**src/rtl/uart_ctrl_fifo.sv**
```systemverilog
// UART control/status block: bus register file, TX/RX FIFOs, sticky flags and interrupt request.
module uart_ctrl_fifo #(
  parameter int DEPTH     = 32,
  parameter int AW        = $clog2(DEPTH),
  parameter int DW        = 9,
  parameter int CKDIV_RST = 16
) (
  input  logic          clk,
  input  logic          rst_n,
  input  logic          mem_valid,
  output logic          mem_ready,
  input  logic [11:0]   mem_addr,
  input  logic [31:0]   mem_wdata,
  input  logic [3:0]    mem_wstrb,
  output logic [31:0]   mem_rdata,
  output logic          ena,
  output logic [23:0]   ckdiv,
  output logic          data9b,
  output logic          stop2b,
  output logic [7:0]    totime,
  input  logic          error,
  input  logic          txbusy,
  input  logic          timeout,
  input  logic          tx_pop,
  output logic [DW-1:0] tx_byte,
  output logic          tx_empty,
  input  logic          rx_push,
  input  logic [DW-1:0] rx_byte,
  output logic          int_req
);

  localparam logic [23:0] CKDIV_MIN = 24'(CKDIV_RST);
  localparam logic [AW:0]   FULL_LVL  = (AW+1)'(DEPTH);
  localparam logic [AW:0]   LVL_ONE   = (AW+1)'(1);
  localparam logic [AW-1:0] PTR_ONE   = AW'(1);

  logic          ready_q, rd_pend_q;
  logic [4:0]    ie_q;
  logic [AW:0]   txthr_q, rxthr_q;
  logic          if_rxtout_q, if_rxovf_q, if_txovf_q;
  logic [DW-1:0] tx_mem [DEPTH];
  logic [DW-1:0] rx_mem [DEPTH];
  logic [AW-1:0] tx_wptr, tx_rptr, rx_wptr, rx_rptr;
  logic [AW:0]   tx_level, rx_level;
  logic [31:0]   rd_word;

  logic commit, is_wr, sel_cr, sel_sr, sel_dr, sel_ck, sel_thr, sel_lvl;
  assign commit  = mem_valid & ready_q;
  assign is_wr   = |mem_wstrb;
  assign sel_cr  = (mem_addr == 12'h000);
  assign sel_sr  = (mem_addr == 12'h004);
  assign sel_dr  = (mem_addr == 12'h008);
  assign sel_ck  = (mem_addr == 12'h00C);
  assign sel_thr = (mem_addr == 12'h010);
  assign sel_lvl = (mem_addr == 12'h014);

  logic tx_full, rx_full, rx_empty;
  assign tx_full  = (tx_level == FULL_LVL);
  assign rx_full  = (rx_level == FULL_LVL);
  assign tx_empty = (tx_level == '0);
  assign rx_empty = (rx_level == '0);
  assign tx_byte  = tx_mem[tx_rptr];

  // Effective FIFO operations; a full FIFO still accepts when it is popped in the same cycle.
  logic dr_wr, tx_pop_eff, tx_push_eff, rx_pop_eff, rx_push_eff, tx_ovf_set, rx_ovf_set;
  assign dr_wr       = ena & commit & is_wr & sel_dr;
  assign tx_pop_eff  = ena & tx_pop & ~tx_empty;
  assign tx_push_eff = dr_wr & (~tx_full | tx_pop_eff);
  assign tx_ovf_set  = dr_wr & tx_full & ~tx_pop_eff;
  assign rx_pop_eff  = ena & commit & ~is_wr & sel_dr & rd_pend_q;
  assign rx_push_eff = ena & rx_push & (~rx_full | rx_pop_eff);
  assign rx_ovf_set  = ena & rx_push & rx_full & ~rx_pop_eff;

  logic if_txthr, if_rxthr;
  logic [AW:0] rxthr_eff;
  logic [4:0]  if_vec;
  assign rxthr_eff = (rxthr_q == '0) ? LVL_ONE : rxthr_q;
  assign if_txthr  = (tx_level <= txthr_q);
  assign if_rxthr  = (rx_level >= rxthr_eff);
  assign if_vec    = {if_txovf_q, if_rxovf_q, if_rxtout_q, if_rxthr, if_txthr};
  assign int_req   = |(ie_q & if_vec);
  assign mem_ready = ready_q;

  logic unused_wdata;
  assign unused_wdata = ^mem_wdata[31:24];

  // Read data multiplexer for the register map.
  always_comb begin
    rd_word = '0;
    if (sel_cr) begin
      rd_word[0]     = ena;
      rd_word[1]     = data9b;
      rd_word[2]     = stop2b;
      rd_word[15:8]  = totime;
      rd_word[20:16] = ie_q;
    end else if (sel_sr) begin
      rd_word[0]     = error;
      rd_word[1]     = txbusy;
      rd_word[2]     = tx_full;
      rd_word[3]     = rx_empty;
      rd_word[20:16] = if_vec;
    end else if (sel_dr) begin
      rd_word = rx_empty ? '0 : 32'(rx_mem[rx_rptr]);
    end else if (sel_ck) begin
      rd_word[23:0] = ckdiv;
    end else if (sel_thr) begin
      rd_word[AW:0]       = txthr_q;
      rd_word[AW+16:16]   = rxthr_q;
    end else if (sel_lvl) begin
      rd_word[AW:0]       = tx_level;
      rd_word[AW+16:16]   = rx_level;
    end
  end

  // Bus handshake: one-cycle ready pulse, read data captured in the request cycle.
  // The DR pop decision is frozen at capture so a byte arriving mid-handshake is not lost.
  always_ff @(posedge clk or negedge rst_n) begin
    if (!rst_n) begin
      ready_q   <= 1'b0;
      mem_rdata <= '0;
      rd_pend_q <= 1'b0;
    end else begin
      ready_q <= mem_valid & ~ready_q;
      if (mem_valid & ~ready_q) begin
        mem_rdata <= is_wr ? '0 : rd_word;
        rd_pend_q <= ~is_wr & sel_dr & ~rx_empty;
      end
    end
  end

  // Configuration registers (CR, CKDIV, THR); retained across ena=0.
  always_ff @(posedge clk or negedge rst_n) begin
    if (!rst_n) begin
      ena     <= 1'b0;
      data9b  <= 1'b0;
      stop2b  <= 1'b0;
      totime  <= '0;
      ie_q    <= '0;
      ckdiv   <= CKDIV_MIN;
      txthr_q <= '0;
      rxthr_q <= '0;
    end else if (commit & is_wr) begin
      if (sel_cr) begin
        ena    <= mem_wdata[0];
        data9b <= mem_wdata[1];
        stop2b <= mem_wdata[2];
        totime <= mem_wdata[15:8];
        ie_q   <= mem_wdata[20:16];
      end
      if (sel_ck) ckdiv <= (mem_wdata[23:0] < CKDIV_MIN) ? CKDIV_MIN : mem_wdata[23:0];
      if (sel_thr) begin
        txthr_q <= mem_wdata[AW:0];
        rxthr_q <= mem_wdata[AW+16:16];
      end
    end
  end

  // Sticky flags: W1C clear first, then sets so a same-cycle set wins.
  always_ff @(posedge clk or negedge rst_n) begin
    if (!rst_n) begin
      if_rxtout_q <= 1'b0;
      if_rxovf_q  <= 1'b0;
      if_txovf_q  <= 1'b0;
    end else if (!ena) begin
      if_rxtout_q <= 1'b0;
      if_rxovf_q  <= 1'b0;
      if_txovf_q  <= 1'b0;
    end else begin
      if (commit & is_wr & sel_sr) begin
        if (mem_wdata[18]) if_rxtout_q <= 1'b0;
        if (mem_wdata[19]) if_rxovf_q  <= 1'b0;
        if (mem_wdata[20]) if_txovf_q  <= 1'b0;
      end
      if (timeout)    if_rxtout_q <= 1'b1;
      if (rx_ovf_set) if_rxovf_q  <= 1'b1;
      if (tx_ovf_set) if_txovf_q  <= 1'b1;
    end
  end

  // FIFO pointers and levels; ena=0 flushes both FIFOs.
  always_ff @(posedge clk or negedge rst_n) begin
    if (!rst_n) begin
      tx_wptr <= '0; tx_rptr <= '0; tx_level <= '0;
      rx_wptr <= '0; rx_rptr <= '0; rx_level <= '0;
    end else if (!ena) begin
      tx_wptr <= '0; tx_rptr <= '0; tx_level <= '0;
      rx_wptr <= '0; rx_rptr <= '0; rx_level <= '0;
    end else begin
      if (tx_push_eff) tx_wptr <= tx_wptr + PTR_ONE;
      if (tx_pop_eff)  tx_rptr <= tx_rptr + PTR_ONE;
      if (tx_push_eff & ~tx_pop_eff) tx_level <= tx_level + LVL_ONE;
      else if (~tx_push_eff & tx_pop_eff) tx_level <= tx_level - LVL_ONE;
      if (rx_push_eff) rx_wptr <= rx_wptr + PTR_ONE;
      if (rx_pop_eff)  rx_rptr <= rx_rptr + PTR_ONE;
      if (rx_push_eff & ~rx_pop_eff) rx_level <= rx_level + LVL_ONE;
      else if (~rx_push_eff & rx_pop_eff) rx_level <= rx_level - LVL_ONE;
    end
  end

  // FIFO storage writes.
  always_ff @(posedge clk) begin
    if (tx_push_eff) tx_mem[tx_wptr] <= mem_wdata[DW-1:0];
    if (rx_push_eff) rx_mem[rx_wptr] <= rx_byte;
  end

endmodule
```
**config.mk**
```make
export PLATFORM = sky130hd
export DESIGN_NAME = uart_ctrl_fifo
export DESIGN_NICKNAME = d
export VERILOG_FILES = /design/src/rtl/uart_ctrl_fifo.sv
export SDC_FILE = /design/constraint.sdc
export NUM_CORES = 1
export LEC_CHECK = 0
export BUFFER_PORTS_ARGS = -buffer_cell sky130_fd_sc_hd__buf_4
export CELL_PAD_IN_SITES_DETAIL_PLACEMENT = 0
export CELL_PAD_IN_SITES_GLOBAL_PLACEMENT = 2
export CORE_UTILIZATION = 40
export DETAILED_ROUTE_END_ITERATION = 16
export HOLD_SLACK_MARGIN = 0.06
export PLACE_DENSITY_LB_ADDON = 0.2
export SLEW_MARGIN = 10
export SYNTH_ARGS = -nofsm -noshare
export SYNTH_HDL_FRONTEND = slang
export SYNTH_SLANG_ARGS = --single-unit
```
**constraint.sdc**
```tcl
create_clock -name clk -period 4.41 [get_ports clk]
set_input_delay 0.441 -clock clk [delete_from_list [all_inputs] [get_ports clk]]
set_output_delay 0.441 -clock clk [all_outputs]
set_load 0.02 [all_outputs]
```
# Yosys cells after proc, flatten, opt, wreduce, memory -nomap -nowiden
# Memory sizes are Yosys's and may differ from the RTL's.
# Cells that the tools add are included.
[word_totals]
word_cells = 153
output_inout_bits = 79
input_bits = 65
memories = 2
ramBits = 576
reg_bits = 121
[op_classes]
mux = 51
n_eq_ne = 19
reduce_logical = 12
n_lt_le_gt_ge = 3
add_sub_neg = 8
bitwise_logic = 38
[mem_list]
columns = ["memory", "depth", "word_bits", "rd", "rd_clocked_by_memory_dff", "write_ports", "line_no", "source"]
rows = [
  ["rx_mem", 32, 9, 1, 0, 1, "42", "logic [DW-1:0] rx_mem [DEPTH];"],
  ["tx_mem", 32, 9, 1, 0, 1, "41", "logic [DW-1:0] tx_mem [DEPTH];"],
]
[op_table]
columns = ["op", "count"]
rows = [
  ["6-bit two-way mux", 13],
  ["5-bit two-way mux", 10],
  ["24-bit two-way mux", 2],
  ["32-bit two-way mux", 1],
  ["1-bit bitwise AND", 25],
  ["12-bit by 4-bit == test with 1-bit output, second input constant", 2],
  ["12-bit by 5-bit == test with 1-bit output, second input constant", 2],
  ["24-bit by 5-bit < comparator with 1-bit output, second input constant", 1],
  ["11-bit two-way mux", 2],
  ["5-bit by 1-bit adder with 5-bit output, second input constant", 4],
  ["6-bit logical NOT", 3],
  ["1-bit two-way mux", 16],
  ["3-bit by 1-bit != test with 1-bit output, second input constant", 5],
  ["13-bit two-way mux", 1],
  ["6-bit by 1-bit adder with 6-bit output, second input constant", 2],
  ["12-bit by 3-bit == test with 1-bit output, second input constant", 1],
  ["6-bit == test, second input constant", 2],
  ["12-bit logical NOT", 1],
  ["12-bit two-way mux", 1],
  ["2-bit AND reduction", 6],
  ["6-bit by 1-bit subtractor with 6-bit output, second input constant", 2],
  ["10-bit two-way mux", 1],
  ["1-bit inverter", 10],
  ["9-bit two-way mux", 1],
  ["11 further kinds", 17],
]

# Depth between registers and ports, before layout
# Gate-level depths: netlist of run 1.
[depth]
depth_word = 12
mapped_depth = 14
mapped_depth_nobuf = 13

# Least setup slack after synthesis of run 1
# No wires, ideal clock.
[synth_timing]
path_kind = "input to register"
startpoint = "input mem_addr[9]"
endpoint = "register rx_level[5]"
path_buffers = 1
arrival_time_ns = 3.303
path_slack_ns = 1.042
setup_ns = 0.066
path_stages = 11
t_required_ns = 4.344
cell_sequence = "or4_1 > buf_4 > or4_4 > o21ai_1 > ha_1 > a211oi_1 > o21bai_1 > a21oi_1 > xnor2_1 > mux2i_1 > a22o_1"
[synth_between]
elab_chain_cells = 8
elab_cells_between_ends = 12
cone_classes = "eq/ne: 2; mux: 2; bitwise: 8"
[synth_lines]
columns = ["item", "line_no", "source"]
rows = [
  ["start, declared", "12", "input logic [11:0] mem_addr,"],
  ["12-bit by 4-bit == test with 1-bit output (*)", "52", "assign sel_dr = (mem_addr == 12'h008);"],
  ["1-bit bitwise AND (*) (2 in series)", "70", "assign rx_pop_eff = ena & commit & ~is_wr & sel_dr & rd_pend_q;"],
  ["1-bit OR", "71", "assign rx_push_eff = ena & rx_push & (~rx_full | rx_pop_eff);"],
  ["1-bit bitwise AND", "71", ""],
  ["1-bit inverter / 1-bit bitwise AND (equally long branches)", "196, 195", ""],
  ["1-bit bitwise AND / 6-bit two-way mux (equally long branches)", "196, 195", ""],
  ["3-bit by 1-bit != test with 1-bit output (no line) / 6-bit two-way mux (equally long branches)", "-", ""],
  ["end signal, assigned", "195", "if (rx_push_eff & ~rx_pop_eff) rx_level <= rx_level + LVL_ONE;"],
  ["end signal, assigned", "196", "else if (~rx_push_eff & rx_pop_eff) rx_level <= rx_level - LVL_ONE;"],
  ["end, declared", "44", "logic [AW:0] tx_level, rx_level;"],
]
# Every way passes the cells marked *; elsewhere a longest branch is shown, timed or not.
# A chain may end at the register's enable or synchronous reset.

# Worst setup path in the final report of run 1
[layout_timing]
startpoint = "register tx_rptr[1]"
endpoint = "output tx_byte[1]"
[layout_between]
elab_chain_cells = 1
[layout_lines]
columns = ["item", "line_no", "source"]
rows = [
  ["start, declared", "43", "logic [AW-1:0] tx_wptr, tx_rptr, rx_wptr, rx_rptr;"],
  ["start signal, assigned", "190", "if (tx_pop_eff) tx_rptr <= tx_rptr + PTR_ONE;"],
  ["memory read 32 x 9 bit", "-", ""],
  ["end, declared", "25", "output logic [DW-1:0] tx_byte,"],
]
# No other way between the ends.

==> run_summary.xml, run 1 <==
<?xml version="1.0" encoding="UTF-8"?>
<metrics>
  <group name="route">
    <metric name="postRouteWirelength" unit="mm">72.2</metric>
    <metric name="antenna_left" unit="">0</metric>
    <metric name="drt-pass1-iter-count" unit="">5</metric>
    <metric name="drcViolationCount" unit="">0</metric>
    <metric name="via_count" unit="">16200</metric>
    <metric name="detail_route.wl_per_cell" unit="um">24.4</metric>
    <metric name="viasPerCell" unit="">5.46</metric>
    <metric name="detailedRoute.firstIterationViolations" unit="">1437</metric>
  </group>
  <group name="clock_network">
    <metric name="cts_sinks" unit="">689</metric>
    <metric name="clkSlewWorstSetupHoldPaths" unit="ns">0.06</metric>
    <metric name="clkLatencyLatePin" unit="ns">0.62</metric>
    <metric name="clk_path_buf_depth" unit="">3</metric>
    <metric name="clock-root-buffer" unit="">clkbuf_16</metric>
    <metric name="cts_tree" unit="">done</metric>
    <metric name="ctsResizeCount" unit="">0</metric>
    <metric name="htree_levels" unit="">3</metric>
    <metric name="post_cts_buffers" unit="">0</metric>
    <metric name="cts_made_buffers" unit="">75</metric>
  </group>
  <group name="critical_path">
    <metric name="crit_path_cell_trace" unit="">buf_4 &gt; nand2_1 &gt; buf_4 &gt; o221ai_1 &gt; nand2_1 &gt; nand2_1 &gt; o221ai_1 &gt; o21ai_0 &gt; buf_4</metric>
    <metric name="cp_slowest_cell" unit="">buf_4</metric>
    <metric name="critical-path-top-delay-family" unit="">buffers and inverters</metric>
    <metric name="data_required_time_of_the_critical_path" unit="ns">3.97</metric>
    <metric name="path_class" unit="">reg2out</metric>
    <metric name="cp-start-kind" unit="">flop</metric>
    <metric name="slowest_delay" unit="ns">0.60</metric>
    <metric name="worst-endpoint-arrival" unit="ns">3.26</metric>
    <metric name="critPathMaxFanout" unit="">49</metric>
    <metric name="path_buf_inv" unit="">3</metric>
    <metric name="critical_path.endpoint_type" unit="">primary output</metric>
  </group>
  <group name="grt">
    <metric name="largest_net_degree_at_the_start_of_global_routing" unit="">59</metric>
    <metric name="grt_antenna_before_repair" unit="">2</metric>
    <metric name="grt_pass1_wl" unit="mm">109</metric>
    <metric name="overflow" unit="">0</metric>
    <metric name="overall_routing_resource_usage" unit="%">19.9</metric>
    <metric name="grt_pass1_vias" unit="">16500</metric>
  </group>
  <group name="logic_synthesis">
    <metric name="ys_seq_area_share" unit="%">70.0</metric>
    <metric name="synth-edff-count" unit="">576</metric>
    <metric name="syn_area" unit="um2">28800</metric>
    <metric name="synth-seq-cells" unit="">689</metric>
    <metric name="async_reset_ff_share" unit="%">16.4</metric>
    <metric name="post_synth_inst_count" unit="">1749</metric>
    <metric name="synth.avg_cell_area" unit="um2">16.4</metric>
    <metric name="yosys.cell_types.count" unit="">76</metric>
    <metric name="synth_flop_cell" unit="">edfxtp_1</metric>
    <metric name="yosysWarningCount" unit="">0</metric>
  </group>
  <group name="timing">
    <metric name="holdWs" unit="ns">0.0930</metric>
    <metric name="period_share" unit="%">83.9</metric>
    <metric name="hold_viol" unit="">0</metric>
    <metric name="finalSetupTns" unit="ns">0</metric>
    <metric name="maxSlewViolCount" unit="">0</metric>
    <metric name="clock_skew" unit="ns">0.0216</metric>
    <metric name="slew_headroom" unit="%">22.4</metric>
    <metric name="period_minus_slack" unit="ns">3.70</metric>
    <metric name="setup-violations-final" unit="">0</metric>
    <metric name="max_slew.worst_pin.slew" unit="ns">1.16</metric>
    <metric name="rsz0062_at_grt" unit="">false</metric>
    <metric name="max_freq" unit="MHz">270</metric>
  </group>
  <group name="floorplanning">
    <metric name="die_area" unit="um2">73000</metric>
    <metric name="start_util" unit="%">40.7</metric>
    <metric name="die_w" unit="um">270</metric>
    <metric name="core-area" unit="um2">70600</metric>
    <metric name="vertical_extent_of_the_die" unit="um">270</metric>
    <metric name="io_pins" unit="">144</metric>
    <metric name="placement_rows" unit="">97</metric>
  </group>
  <group name="power">
    <metric name="comb_power_share" unit="%">1.7</metric>
    <metric name="peakVddDrop" unit="mV">0.324</metric>
    <metric name="netSwitchingPower" unit="W">0.00269</metric>
    <metric name="power.share.switching" unit="%">20.1</metric>
    <metric name="powerDensity" unit="nW/um2">397</metric>
    <metric name="leakage" unit="nW">11.5</metric>
    <metric name="power" unit="W">0.0134</metric>
    <metric name="power.share.sequential" unit="%">52.7</metric>
    <metric name="cellInternalPower" unit="W">0.0107</metric>
    <metric name="clock_power_share" unit="%">45.6</metric>
  </group>
  <group name="final_layout">
    <metric name="filler_cell_count" unit="">6120</metric>
    <metric name="share_of_final_layout_standard_cells_stronger_than_drive_strength_1" unit="%">25.2</metric>
    <metric name="final_core_utilization" unit="%">47.7</metric>
    <metric name="layout_common_cells" unit="">576 x edfxtp_1, 225 x buf_4, 125 x mux2i_1</metric>
    <metric name="mostFrequentLayoutCell" unit="">edfxtp_1</metric>
    <metric name="area_growth_syn_to_layout" unit="%">17.2</metric>
    <metric name="final_net_count" unit="">2063</metric>
  </group>
  <group name="job">
    <metric name="maxcap_violations" unit="">0</metric>
  </group>
  <group name="place">
    <metric name="final_replace_weighted_congestion" unit="">0.795</metric>
    <metric name="placement.io_buffers" unit="">127</metric>
    <metric name="dp.final_hpwl" unit="mm">47.4</metric>
  </group>
  <group name="min_path">
    <metric name="hold_path.class" unit="">in2reg</metric>
  </group>
  <group name="status">
    <metric name="result_of_the_run" unit="">completed</metric>
  </group>
</metrics>
-- cells by family (layout without fill, tap and decap cells) --
logic type	Yosys count	count (layout)	share of synthesized area, %
multiplexers	270	270	13.8
AO/OA/AOI/OAI	249	249	5.96
buffers and inverters	132	400	1.98
other	1	10	0.0130
AND/OR/NAND/NOR	359	359	6.29
adder cells (fa/ha/maj)	32	32	1.44
flip-flops	689	689	70.0
XOR/XNOR	17	17	0.518
-- through the flow --
| step | cells | instance area [um2] | setup WS (ns) |
|---|---|---|---|
| floorplan | 1756 | 28800 | 1.04 |
| global placement | 2824 | 31300 | 0.502 |
| detailed placement | 2824 | 31300 | 0.421 |
| CTS | 2964 | 33700 | 0.647 |
| global route | 2966 | 33700 | 0.490 |
| finish | 2966 | 33700 | 0.710 |
-- final cells by class --
cell class	instances	area, um2	share of cell area [%]
multi-input combinational	935	8090	24.0
tap	940	1180	3.49
timing repair buffer	232	1780	5.28
antenna	2	5.00	0.0148
sequential	689	20100	59.7
clock inverter	43	398	1.18
clock buffer	92	2000	5.95
inverter	33	124	0.367
-- what timing repair did --
action                                  CTS  global route
endpoints found under the setup margin    0             0
hold endpoints to repair                 60             0
hold buffers                              5             0
-- power by group through the flow --
| stage | sequential [W] | clock, W | combinational, W |
|---|---|---|---|
| floorplan | 0.00720 | 0 | 0.0000458 |
| global placement | 0.00720 | 0 | 0.000219 |
| detailed placement | 0.00720 | 0 | 0.000226 |
| CTS | 0.00706 | 0.00624 | 0.000229 |
| global route | 0.00706 | 0.00648 | 0.000244 |
| finish | 0.00706 | 0.00611 | 0.000224 |
-- state kept, by name, summed over array words and instances, names as in the netlist, 6 cells and up --
signal and count:
ckdiv 24, tx_level 6, totime 8, txthr_q 6, tx_mem 288, rxthr_q 6, rx_level 6, mem_rdata 24
rx_mem 288
-- worst paths after layout --
path / start / end / slack (ns) / depth (start not counted)
worst min-delay path: mem_wdata[15] / totime[7]$_DFFE_PN0P_ / 0.09 / 2
worst max-delay path: tx_rptr[1]$_DFFE_PN0P_ / tx_byte[1] / 0.71 / 9
max in group asynchronous: rst_n / ckdiv[4]$_DFFE_PN1P_ / 2.91 / 3
min in group asynchronous: rst_n / rxthr_q[5]$_DFFE_PN0P_ / 0.46 / 2
worst min register to register: mem_rdata[14]$_DFFE_PN0P_ / mem_rdata[14]$_DFFE_PN0P_ / 0.48 / 2
worst max register to register: mem_ready$_DFF_PN0_ / tx_level[5]$_DFFE_PN0P_ / 0.92 / 11
-- cell usage after synthesis (14+ instances only) --
cell	n	area, um2
nand3_1	32	160
mux2i_1	125	1250
dfrtp_1	112	2800
o221ai_1	38	333
mux2_2	39	439
clkbuf_1	52	195
and2_1	14	87.6
mux4_2	94	2120
edfxtp_1	576	17300
nor2_1	84	315
nand2_1	119	447
buf_1	17	63.8
inv_1	33	124
a22oi_1	31	233
o21ai_0	57	285
nand2b_1	14	87.6
a21oi_1	28	140
ha_1	30	375
nor2b_1	17	106
o22ai_1	14	87.6
buf_2	17	85.1
-- layer usage --
metal	GRT usage, %	wire length (um)	up-vias
met3	2.89	2930	111
met4	6.38	1850	0
met5	0	0	-
met2	32.6	35300	376
li1	-	-	7313
met1	27.4	32200	8384
Power figures use the tool's default switching activity.
==> run 2: changes to the inputs <==
- ABC_AREA: unset -> 1
- CORE_UTILIZATION: 40 -> 38
- clock period: 4.41 -> 3.1 ns (I/O delays scaled with it)
==> run 2 against run 1 <==
  * Critical path depth is 1 lower
  * Global-route usage rose by 1.6 points
  * Synthesized area rose by 0.61%
  * Flip-flop and latch count did not move
  * Die area rose by 5.9%
  * Utilization decreased by 1.9 points
  * Combinational power up 46%
  * Critical endpoint is now tx_byte[3]
  * Largest power group unchanged
==> run_summary.xml, run 2 <==
<?xml version="1.0" encoding="UTF-8"?>
<metrics>
  <group name="critical_path">
    <metric name="reg2reg_depth" unit="">16</metric>
    <metric name="timing.critical_path.from" unit="">tx_rptr[0]$_DFFE_PN0P_</metric>
    <metric name="path_class" unit="">reg2out</metric>
    <metric name="slowest_delay" unit="ns">0.50</metric>
    <metric name="critical_path.endpoint_type" unit="">primary output</metric>
    <metric name="worst-endpoint-arrival" unit="ns">2.70</metric>
    <metric name="cp-start-kind" unit="">flop</metric>
    <metric name="critical_path.reg2reg.startpoint" unit="">tx_level[0]$_DFFE_PN0P_</metric>
    <metric name="crit_path_cell_trace" unit="">buf_6 &gt; o21ai_0 &gt; o22ai_1 &gt; o211ai_1 &gt; nand3_1 &gt; o21ai_1 &gt; inv_1 &gt; buf_4</metric>
    <metric name="data_required_time_of_the_critical_path" unit="ns">2.79</metric>
    <metric name="critPathMaxFanout" unit="">36</metric>
    <metric name="cp_slowest_cell" unit="">dfrtp_4</metric>
  </group>
  <group name="job">
    <metric name="maxcap_violations" unit="">0</metric>
  </group>
  <group name="timing">
    <metric name="finalSetupTns" unit="ns">0</metric>
    <metric name="clock_skew" unit="ns">0.0211</metric>
    <metric name="period_minus_slack" unit="ns">3.01</metric>
    <metric name="hold_viol" unit="">0</metric>
    <metric name="period_share" unit="%">97.0</metric>
    <metric name="maxSlewViolCount" unit="">0</metric>
    <metric name="final.setup.worst_slack" unit="ns">0.0927</metric>
    <metric name="max_freq" unit="MHz">333</metric>
    <metric name="slew_headroom" unit="%">49.9</metric>
    <metric name="max_slew.worst_pin.slew" unit="ns">0.750</metric>
    <metric name="setup-violations-final" unit="">0</metric>
    <metric name="rsz0062_at_grt" unit="">false</metric>
  </group>
  <group name="logic_synthesis">
    <metric name="synth.avg_cell_area" unit="um2">11.4</metric>
    <metric name="syn_area" unit="um2">28900</metric>
    <metric name="yosysWarningCount" unit="">0</metric>
    <metric name="async_reset_ff_share" unit="%">16.4</metric>
    <metric name="synth_commonest_cells" unit="">576 x edfxtp_1, 421 x nor2_1, 365 x o21ai_0</metric>
    <metric name="ys_seq_area_share" unit="%">69.6</metric>
    <metric name="post_synth_inst_count" unit="">2541</metric>
    <metric name="most_area_consuming_cells_after_synthesis" unit="">edfxtp_1 60%, dfrtp_1 9.7%, o21ai_0 6.3%</metric>
    <metric name="yosysTopAreaCellShare" unit="%">59.8</metric>
    <metric name="most_used_standard_cell_by_instance_count_after_synthesis" unit="">edfxtp_1</metric>
    <metric name="post-synth-top-area-cell" unit="">edfxtp_1</metric>
    <metric name="synth-edff-count" unit="">576</metric>
    <metric name="synth_flop_cell" unit="">edfxtp_1</metric>
    <metric name="yosys.cell_types.count" unit="">46</metric>
    <metric name="synth-seq-cells" unit="">689</metric>
  </group>
  <group name="final_layout">
    <metric name="layout_common_cells" unit="">576 x edfxtp_1, 420 x nor2_1, 361 x o21ai_0</metric>
    <metric name="mostFrequentLayoutCell" unit="">edfxtp_1</metric>
    <metric name="share_of_final_layout_standard_cells_stronger_than_drive_strength_1" unit="%">14.2</metric>
    <metric name="final_net_count" unit="">2862</metric>
    <metric name="area_of_combinational_cells_with_multiple_inputs" unit="um2">7740</metric>
    <metric name="filler_cell_count" unit="">6836</metric>
    <metric name="area.sequential" unit="um2">20100</metric>
    <metric name="final_core_utilization" unit="%">45.9</metric>
    <metric name="largestRegisters" unit="">rx_mem: 288 flops, tx_mem: 288 flops</metric>
    <metric name="insertedDiodeCount" unit="">0</metric>
    <metric name="area_growth_syn_to_layout" unit="%">18.8</metric>
  </group>
  <group name="clock_network">
    <metric name="cts_sinks" unit="">689</metric>
    <metric name="htree_levels" unit="">3</metric>
    <metric name="cts_made_buffers" unit="">75</metric>
    <metric name="clkLatencyLatePin" unit="ns">0.61</metric>
    <metric name="clk_path_buf_depth" unit="">3</metric>
    <metric name="clock-root-buffer" unit="">clkbuf_16</metric>
    <metric name="cts_tree" unit="">done</metric>
    <metric name="clkSlewWorstSetupHoldPaths" unit="ns">0.06</metric>
  </group>
  <group name="min_path">
    <metric name="min_from" unit="">mem_wdata[18]</metric>
    <metric name="hold_depth" unit="">3</metric>
    <metric name="hold_path.class" unit="">in2reg</metric>
  </group>
  <group name="route">
    <metric name="drcViolationCount" unit="">0</metric>
    <metric name="postRouteWirelength" unit="mm">83.4</metric>
    <metric name="viasPerCell" unit="">5.30</metric>
    <metric name="drt-pass1-iter-count" unit="">5</metric>
    <metric name="antenna_left" unit="">0</metric>
    <metric name="detailedRoute.firstIterationViolations" unit="">1508</metric>
    <metric name="detail_route.wl_per_cell" unit="um">22.0</metric>
    <metric name="via_count" unit="">20100</metric>
  </group>
  <group name="power">
    <metric name="power.share.sequential" unit="%">52.7</metric>
    <metric name="netSwitchingPower" unit="W">0.00393</metric>
    <metric name="leakage" unit="nW">12.8</metric>
    <metric name="power.share.switching" unit="%">20.6</metric>
    <metric name="peakVddDrop" unit="mV">0.422</metric>
    <metric name="comb_power_share" unit="%">1.7</metric>
    <metric name="powerDensity" unit="nW/um2">554</metric>
    <metric name="cellInternalPower" unit="W">0.0151</metric>
    <metric name="clock_power_share" unit="%">45.6</metric>
  </group>
  <group name="floorplanning">
    <metric name="io_pins" unit="">144</metric>
    <metric name="start_util" unit="%">38.6</metric>
    <metric name="vertical_extent_of_the_die" unit="um">278</metric>
    <metric name="die_area" unit="um2">77300</metric>
    <metric name="placement_rows" unit="">100</metric>
    <metric name="core-area" unit="um2">74900</metric>
    <metric name="die_w" unit="um">278</metric>
  </group>
  <group name="place">
    <metric name="dp_slack" unit="ns">0.158</metric>
    <metric name="placement.io_buffers" unit="">127</metric>
    <metric name="dp.final_hpwl" unit="mm">53.6</metric>
    <metric name="final_replace_weighted_congestion" unit="">0.840</metric>
  </group>
  <group name="grt">
    <metric name="grt_pass1_vias" unit="">20100</metric>
    <metric name="overflow" unit="">0</metric>
    <metric name="overall_routing_resource_usage" unit="%">21.6</metric>
    <metric name="grt_antenna_before_repair" unit="">0</metric>
    <metric name="largest_net_degree_at_the_start_of_global_routing" unit="">96</metric>
    <metric name="grt_pass1_wl" unit="mm">125</metric>
  </group>
  <group name="status">
    <metric name="result_of_the_run" unit="">completed</metric>
  </group>
</metrics>
## run 2: cell types whose count changed after synthesis, sizes merged, moves of 17 or more
cell | before | now
nor2 | 86 | 424
o21ai | 65 | 365
nand2 | 121 | 332
mux2i | 126 | 0
inv | 33 | 139
nand3 | 32 | 134
mux4 | 94 | 0
o22ai | 14 | 75
clkbuf | 52 | 106
mux2 | 50 | 0
o211ai | 8 | 40
a22oi | 31 | 4
nor2b | 17 | 0
## run 2: through the flow
| step | instances | cell area (um2) | hold slack, ns | power [W] |
|---|---|---|---|---|
| after floorplan | 2548 | 29000 | 0.0144 | 0.0103 |
| after global placement | 3636 | 31700 | 0.394 | 0.0105 |
| after detailed placement | 3636 | 31700 | 0.400 | 0.0106 |
| after CTS | 3792 | 34300 | 0.0905 | 0.0193 |
| after global routing | 3793 | 34400 | 0.116 | 0.0196 |
| final | 3793 | 34400 | 0.110 | 0.0191 |
## run 2: per-layer routing
| metal | up-vias | global-route usage, % | wire (um) |
|---|---|---|---|
| met5 | - | 0 | 0 |
| met4 | 0 | 7.21 | 2470 |
| met3 | 110 | 2.31 | 2970 |
| met2 | 462 | 36.8 | 41400 |
| met1 | 10000 | 28.7 | 36600 |
| li1 | 9531 | - | - |
## run 2: power groups by stage
stage          sequential [W]  clock, W  combinational, W
3_5_place_dp           0.0102         0          0.000318
2_1_floorplan          0.0102         0         0.0000508
3_3_place_gp           0.0102         0          0.000312
5_1_grt                0.0100   0.00921          0.000358
4_1_cts                0.0100   0.00890          0.000338
6_report               0.0100   0.00868          0.000328
## run 2: critical path: cells and delay by family (launching register included)
| kind | cells | cell delay, ns |
|---|---|---|
| compound gates | 4 | 0.98 |
| flops | 1 | 0.50 |
| buf+inv | 3 | 0.43 |
| simple gates | 1 | 0.18 |
## run 2: timing repair
item	CTS	global route
endpoints found under the setup margin	9	10
gates resized for setup	8	11
cloned	1	0
hold buffers	18	0
buffers inserted	1	1
pin swaps	2	2
endpoints found under the hold margin	72	0
## run 2: cell families after synthesis
logic type / after synthesis / share of synthesized area (%)
xor+xnor: 8 / 0.242
fa+ha+maj: 32 / 1.44
buf+inv: 282 / 3.87
other cells: 1 / 0.0130
compound gates: 587 / 11.6
flops: 689 / 69.6
simple gates: 942 / 13.3
## run 2: area by class of cell
cell class	count	area share [%]
multi-input combinational	1577	22.5
clock buffer	83	5.58
sequential	689	58.6
clock inverter	53	1.38
tap	969	3.53
timing repair buffer	279	6.86
inverter	143	1.58
## run 2: final timing paths
check                                      endpoint  slack [ns]
max                                      tx_byte[3]        0.09
min                             ie_q[2]$_DFFE_PN0P_        0.11
max reg2reg                 tx_level[4]$_DFFE_PN0P_        0.35
min reg2reg                mem_rdata[4]$_DFFE_PN0P_        0.49
max in group asynchronous   rx_level[2]$_DFFE_PN0P_        2.00
min in group asynchronous    txthr_q[4]$_DFFE_PN0P_        0.30
